--- config.mk ---
export PLATFORM = sky130hd
export DESIGN_NAME = lfsr_power_seq_ctrl
export DESIGN_NICKNAME = d
export VERILOG_FILES = /design/src/rtl/lfsr_power_seq_ctrl.sv
export SDC_FILE = /design/constraint.sdc
export NUM_CORES = 1
export LEC_CHECK = 0
export CAP_MARGIN = 5
export CORE_MARGIN = 8
export CORE_UTILIZATION = 55
export CTS_CLUSTER_DIAMETER = 200
export DETAILED_ROUTE_END_ITERATION = 8
export PLACE_DENSITY = 0.8
export REMOVE_ABC_BUFFERS = 1
export SLEW_MARGIN = 20
export SYNTH_ARGS = -nofsm -noshare
export SYNTH_HDL_FRONTEND = slang
export SYNTH_SLANG_ARGS = --single-unit
--- constraint.sdc ---
create_clock -name clk -period 3.2 [get_ports clk]
set_input_delay 0.32 -clock clk [delete_from_list [all_inputs] [get_ports clk]]
set_output_delay 0.32 -clock clk [all_outputs]
set_load 0.005 [all_outputs]
--- src/rtl/lfsr_power_seq_ctrl.sv ---
// Power-state sequencer for the switchable LFSR domain (Domain-2).
// Sequences save -> isolate -> switch off and switch on -> restore -> de-isolate,
// keeping isolation asserted over the whole unpowered window.
// Ports:
//   clk          sequencer clock
//   rst          asynchronous active-low reset
//   pd_req       power-down request, sampled only in ST_ON
//   pu_req       power-up request, sampled only in ST_OFF
//   pwr_good     Domain-2 supply status (1 = powered)
//   save_lfsr    retention save strobe
//   restore_lfsr retention restore strobe
//   iso2         Domain-2 isolation enable
//   lfsr_sw_ctr  power switch control (0 = ON, 1 = OFF)
//   busy         high outside ST_ON / ST_OFF
//   dom_off      high only in ST_OFF
//   pg_err       sticky pwr_good timeout flag
//   state        current state encoding (debug)
module lfsr_power_seq_ctrl #(
  parameter int unsigned SAVE_CYC    = 2,
  parameter int unsigned ISO_SETUP   = 4,
  parameter int unsigned RESTORE_CYC = 2,
  parameter int unsigned ISO_HOLD    = 2,
  parameter int unsigned PG_TIMEOUT  = 16,
  parameter int unsigned CNT_W       = 5
) (
  input  logic       clk,
  input  logic       rst,
  input  logic       pd_req,
  input  logic       pu_req,
  input  logic       pwr_good,
  output logic       save_lfsr,
  output logic       restore_lfsr,
  output logic       iso2,
  output logic       lfsr_sw_ctr,
  output logic       busy,
  output logic       dom_off,
  output logic       pg_err,
  output logic [2:0] state
);

  localparam int unsigned ST_W = 3;

  typedef enum logic [ST_W-1:0] {
    ST_ON      = 3'd0,
    ST_SAVE    = 3'd1,
    ST_ISO     = 3'd2,
    ST_SWOFF   = 3'd3,
    ST_OFF     = 3'd4,
    ST_SWON    = 3'd5,
    ST_RESTORE = 3'd6,
    ST_UNISO   = 3'd7
  } state_t;

  state_t             r_state;
  state_t             w_state_nxt;
  logic [CNT_W-1:0]   r_timer;
  logic [CNT_W-1:0]   w_timer_nxt;
  logic               r_pg_err;
  logic               w_pg_err_nxt;
  logic               w_timer_zero;

  logic               w_save_nxt;
  logic               w_restore_nxt;
  logic               w_iso_nxt;
  logic               w_sw_nxt;
  logic               w_busy_nxt;
  logic               w_dom_off_nxt;

  assign w_timer_zero = (r_timer == '0);

  // State, timer and sticky error registers
  always_ff @(posedge clk or negedge rst) begin
    if (!rst) begin
      r_state  <= ST_ON;
      r_timer  <= '0;
      r_pg_err <= 1'b0;
    end else begin
      r_state  <= w_state_nxt;
      r_timer  <= w_timer_nxt;
      r_pg_err <= w_pg_err_nxt;
    end
  end

  // Next-state logic; the timer is reloaded whenever a new state is entered
  always_comb begin
    w_state_nxt  = r_state;
    w_timer_nxt  = r_timer;
    w_pg_err_nxt = r_pg_err;

    case (r_state)
      ST_ON: begin
        if (pd_req) w_state_nxt = ST_SAVE;
      end
      ST_SAVE: begin
        if (w_timer_zero) w_state_nxt = ST_ISO;
        else              w_timer_nxt = r_timer - CNT_W'(1);
      end
      ST_ISO: begin
        if (w_timer_zero) w_state_nxt = ST_SWOFF;
        else              w_timer_nxt = r_timer - CNT_W'(1);
      end
      ST_SWOFF: begin
        if (!pwr_good) begin
          w_state_nxt = ST_OFF;
        end else if (w_timer_zero) begin
          w_state_nxt  = ST_OFF;
          w_pg_err_nxt = 1'b1;
        end else begin
          w_timer_nxt = r_timer - CNT_W'(1);
        end
      end
      ST_OFF: begin
        if (pu_req) w_state_nxt = ST_SWON;
      end
      ST_SWON: begin
        // A supply that never comes up falls back to OFF with the switch opened
        if (pwr_good) begin
          w_state_nxt = ST_RESTORE;
        end else if (w_timer_zero) begin
          w_state_nxt  = ST_OFF;
          w_pg_err_nxt = 1'b1;
        end else begin
          w_timer_nxt = r_timer - CNT_W'(1);
        end
      end
      ST_RESTORE: begin
        if (w_timer_zero) w_state_nxt = ST_UNISO;
        else              w_timer_nxt = r_timer - CNT_W'(1);
      end
      ST_UNISO: begin
        if (w_timer_zero) w_state_nxt = ST_ON;
        else              w_timer_nxt = r_timer - CNT_W'(1);
      end
      default: begin
        w_state_nxt = ST_ON;
      end
    endcase

    if (w_state_nxt != r_state) begin
      case (w_state_nxt)
        ST_SAVE:    w_timer_nxt = CNT_W'(SAVE_CYC - 1);
        ST_ISO:     w_timer_nxt = CNT_W'(ISO_SETUP - 1);
        ST_SWOFF:   w_timer_nxt = CNT_W'(PG_TIMEOUT - 1);
        ST_SWON:    w_timer_nxt = CNT_W'(PG_TIMEOUT - 1);
        ST_RESTORE: w_timer_nxt = CNT_W'(RESTORE_CYC - 1);
        ST_UNISO:   w_timer_nxt = CNT_W'(ISO_HOLD - 1);
        default:    w_timer_nxt = '0;
      endcase
    end
  end

  // Output decode from the next state so registered outputs track the state register
  always_comb begin
    w_save_nxt    = 1'b0;
    w_restore_nxt = 1'b0;
    w_iso_nxt     = 1'b1;
    w_sw_nxt      = 1'b0;
    w_busy_nxt    = 1'b1;
    w_dom_off_nxt = 1'b0;

    case (w_state_nxt)
      ST_ON: begin
        w_iso_nxt  = 1'b0;
        w_busy_nxt = 1'b0;
      end
      ST_SAVE: begin
        w_iso_nxt  = 1'b0;
        w_save_nxt = 1'b1;
      end
      ST_SWOFF: begin
        w_sw_nxt = 1'b1;
      end
      ST_OFF: begin
        w_sw_nxt      = 1'b1;
        w_busy_nxt    = 1'b0;
        w_dom_off_nxt = 1'b1;
      end
      ST_RESTORE: begin
        w_restore_nxt = 1'b1;
      end
      default: begin
        w_iso_nxt = 1'b1;
      end
    endcase
  end

  // Registered outputs
  always_ff @(posedge clk or negedge rst) begin
    if (!rst) begin
      save_lfsr    <= 1'b0;
      restore_lfsr <= 1'b0;
      iso2         <= 1'b0;
      lfsr_sw_ctr  <= 1'b0;
      busy         <= 1'b0;
      dom_off      <= 1'b0;
    end else begin
      save_lfsr    <= w_save_nxt;
      restore_lfsr <= w_restore_nxt;
      iso2         <= w_iso_nxt;
      lfsr_sw_ctr  <= w_sw_nxt;
      busy         <= w_busy_nxt;
      dom_off      <= w_dom_off_nxt;
    end
  end

  assign pg_err = r_pg_err;
  assign state  = r_state;

endmodule

==> impl_metrics.py <==
metrics = {
    "floorplanning": {
        "die_w_um": 58.3,
        "core-area_um2": 1710,
        "die_area_um2": 3390,
        "num_rows": 15,
        "start_util": 0.575,
        "ios": 15,
        "die_y_um": 58.3,
    },
    "synth": {
        "synth_cells": 94,
        "synth_area_leader_cell": "dfrtp_1",
        "synth-edff-count": 0,
        "ys_types": 45,
        "ys_seq_area_frac": 0.382,
        "syn_area_per_cell_um2": 10.4,
        "synth_flop_cell": "dfrtp_1",
        "synth.top_cell.area_share": 0.382,
        "synth_area_leaders": "dfrtp_1 38%, mux2i_1 6.1%, o221ai_4 2.7%",
        "ys_top_cells_by_count": "15 x dfrtp_1, 6 x mux2i_1, 5 x nand2_1, 5 x nor2_1, 5 x o21ai_0",
        "synth_area_um2": 982,
        "synth_most_common_cell": "dfrtp_1",
        "yosysWarnings": 0,
        "async_flop_share": 1.00,
        "ys_ff_latch": 15,
    },
    "global_routing": {
        "grt.total_usage": 0.133,
        "grt_pass1_vias": 710,
        "antenna_found_initial": 0,
        "grt_max_degree": 27,
        "overflow": 0,
        "grt_pass1_wl_um": 3460,
    },
    "timing": {
        "fmax_mhz": 475,
        "finalCritPeriodShare": 0.658,
        "report.final.slew_viol_count": 0,
        "tns_ns": 0,
        "setup_viol": 0,
        "finalClockSkew_ns": 0.00369,
        "rsz0062_at_grt": "no",
        "worst_slew_pin_slew_ns": 0.727,
        "relSlewSlack": 0.513,
        "fin_crit_ns": 2.11,
        "setup_slack_ns": 1.09,
        "hold_viol": 0,
    },
    "worst_setup_path": {
        "startpoint": "r_timer[0]",
        "required_ns": 3.38,
        "cp_data_arrival_time_ns": 2.29,
        "critPathTopFamily": "simple AND/OR/NAND/NOR gates",
        "max_stage_delay_ns": 0.61,
        "path_max_fanout": 13,
        "cp_cell_sequence": "inv_1 > ha_1 > nor4b_4 > o221a_2 > o32ai_1 > mux2_4",
        "end_kind": "register",
        "r2r-start": "r_timer[0]",
        "cp-start-kind": "register",
        "critPathSlowestCell": "nor4b_4",
        "crit_cells": 6,
        "ff2ff_path_depth": 6,
        "crit_type": "reg2reg",
        "path_buf_inv": 1,
    },
    "cells_and_area": {
        "areaGrowthSynthToFinish_pct": 16.7,
        "final_cells": 131,
        "multi_input_area_um2": 553,
        "antennaDiodeCount": 0,
        "drive_gt1_frac": 0.160,
        "utilization": 0.671,
        "num-fill-cells": 142,
        "seq_area_um2": 375,
        "nNetsFinal": 114,
    },
    "placement": {
        "dp_hpwl_um": 1510,
        "numPortBuffers": 14,
        "globalplace.congestion": 0.883,
        "placedCellCount": 127,
        "detailedPlace.worstSlack_ns": 0.995,
    },
    "clocking": {
        "cts_buffers": 3,
        "clock_latency_ns": 0.29,
        "clkSinkCount": 15,
        "path_clk_slew_ns": 0.09,
        "cts-resized-gates": 0,
        "cts_root_buf": "clkbuf_4",
        "cts_tree": "yes",
        "cts_buffer_depth": 2,
        "postCtsSetupRepairBufs": 0,
        "cts.hold.buffers_added": 0,
        "htree_num_levels": 1,
    },
    "routing": {
        "routedWlPerCell_um": 15.8,
        "drtIter0Drc": 44,
        "drtPass1Iterations": 4,
        "drc": 0,
        "vias": 766,
        "routed_wl_um": 2070,
        "via_per_inst": 5.85,
        "ant_nets": 0,
    },
    "pwr": {
        "ir_worst_vdd_mv": 0.725,
        "p_leak_nw": 0.490,
        "totalPowerFinal_w": 0.00124,
        "p_per_area_nw_per_um2": 1080,
    },
    "flow_run": {
        "drv_cap": 0,
    },
    "min_path": {
        "hold_class": "in2async",
    },
    "run_status": {
        "status": "finished, final reports clean",
    },
}
-- worst register-to-register path, stage by stage (launching register included) --
cell	delay (ns)
dfrtp_1	0.39
inv_1	0.12
ha_1	0.18
nor4b_4	0.62
o221a_2	0.33
o32ai_1	0.07
mux2_4	0.28
-- logic make-up (layout without fill, tap and decap cells) --
group / after synthesis / count (layout) / share of synthesized area
muxes: 8 / 8 / 0.0879
adders and majority gates: 2 / 2 / 0.0255
and+or+nand+nor: 27 / 27 / 0.185
AOI/OAI and AO/OA: 28 / 28 / 0.238
buffers and inverters: 11 / 23 / 0.0548
DFF: 15 / 15 / 0.382
xor gates and xnor gates: 3 / 3 / 0.0268
-- final cells by class --
cell class	count	share of cell area
Inverter	5	0.0164
Multi-Input combinational cell	68	0.483
Clock inverter	1	0.00437
Tap cell	25	0.0273
Clock buffer	3	0.0197
Timing Repair Buffer	14	0.122
Sequential cell	15	0.328
-- sequential cells by signal, indices dropped and copies added (netlist names) --
| signal | flops |
|---|---|
| iso2 | 1 |
| state | 3 |
| dom_off | 1 |
| lfsr_sw_ctr | 1 |
| pg_err | 1 |
| save_lfsr | 1 |
| restore_lfsr | 1 |
| r_timer | 5 |
| busy | 1 |
-- layout by cell type (no fill, tap or decap), drive strengths merged --
master and n:
a21boi 4, a21oi 5, a221oi 1, a22oi 2, a31oi 1, clkbuf 3, clkdlybuf4s50 14, clkinv 1
dfrtp 15, ha 2, inv 5, mux2 2, mux2i 6, nand2 5, nand2b 3, nand3 4
nor2 5, nor2b 2, nor3 1, nor3b 1, nor4b 2, o211a 2, o211ai 1, o21ai 5
o21bai 1, o221a 1, o221ai 1, o22a 1, o22ai 1, o2bb2ai 1, o32ai 1, or2b 1
or3 1, or3b 1, or4b 1, xnor2 1, xor2 2
-- through the flow --
stage | instance area, µm² | hold slack, ns
after global routing | 1150 | 0.496
final | 1150 | 0.434
after CTS | 1150 | 0.458
after global placement | 1120 | 0.462
after floorplan | 947 | 0.0244
after detailed placement | 1120 | 0.522
-- power by group --
group	internal (W)	switching (W)	leakage [nW]	total (W)
Combinational	0.000385	0.000328	0.290	0.000713
Clock	0.0000466	0.0000652	0.0177	0.000112
Sequential	0.000277	0.000140	0.183	0.000417
-- metal layers --
metal  track usage  up-vias  wire length (µm)
met5             0        -                 0
met4        0.0734        0                24
met3        0.0243        3               101
met2         0.187       29               983
met1         0.183      364               956
li1              -      370                 -
-- path summary, 6_finish.rpt --
check                               end  slack (ns)
max                          r_timer[1]        1.09
min                        restore_lfsr        0.43
max reg2reg                  r_timer[1]        1.09
min reg2reg                      pg_err        0.52
max in group asynchronous    r_timer[4]        2.33
min in group clk                 pg_err        0.52
Note: power is estimated with default switching activity, not from simulation.
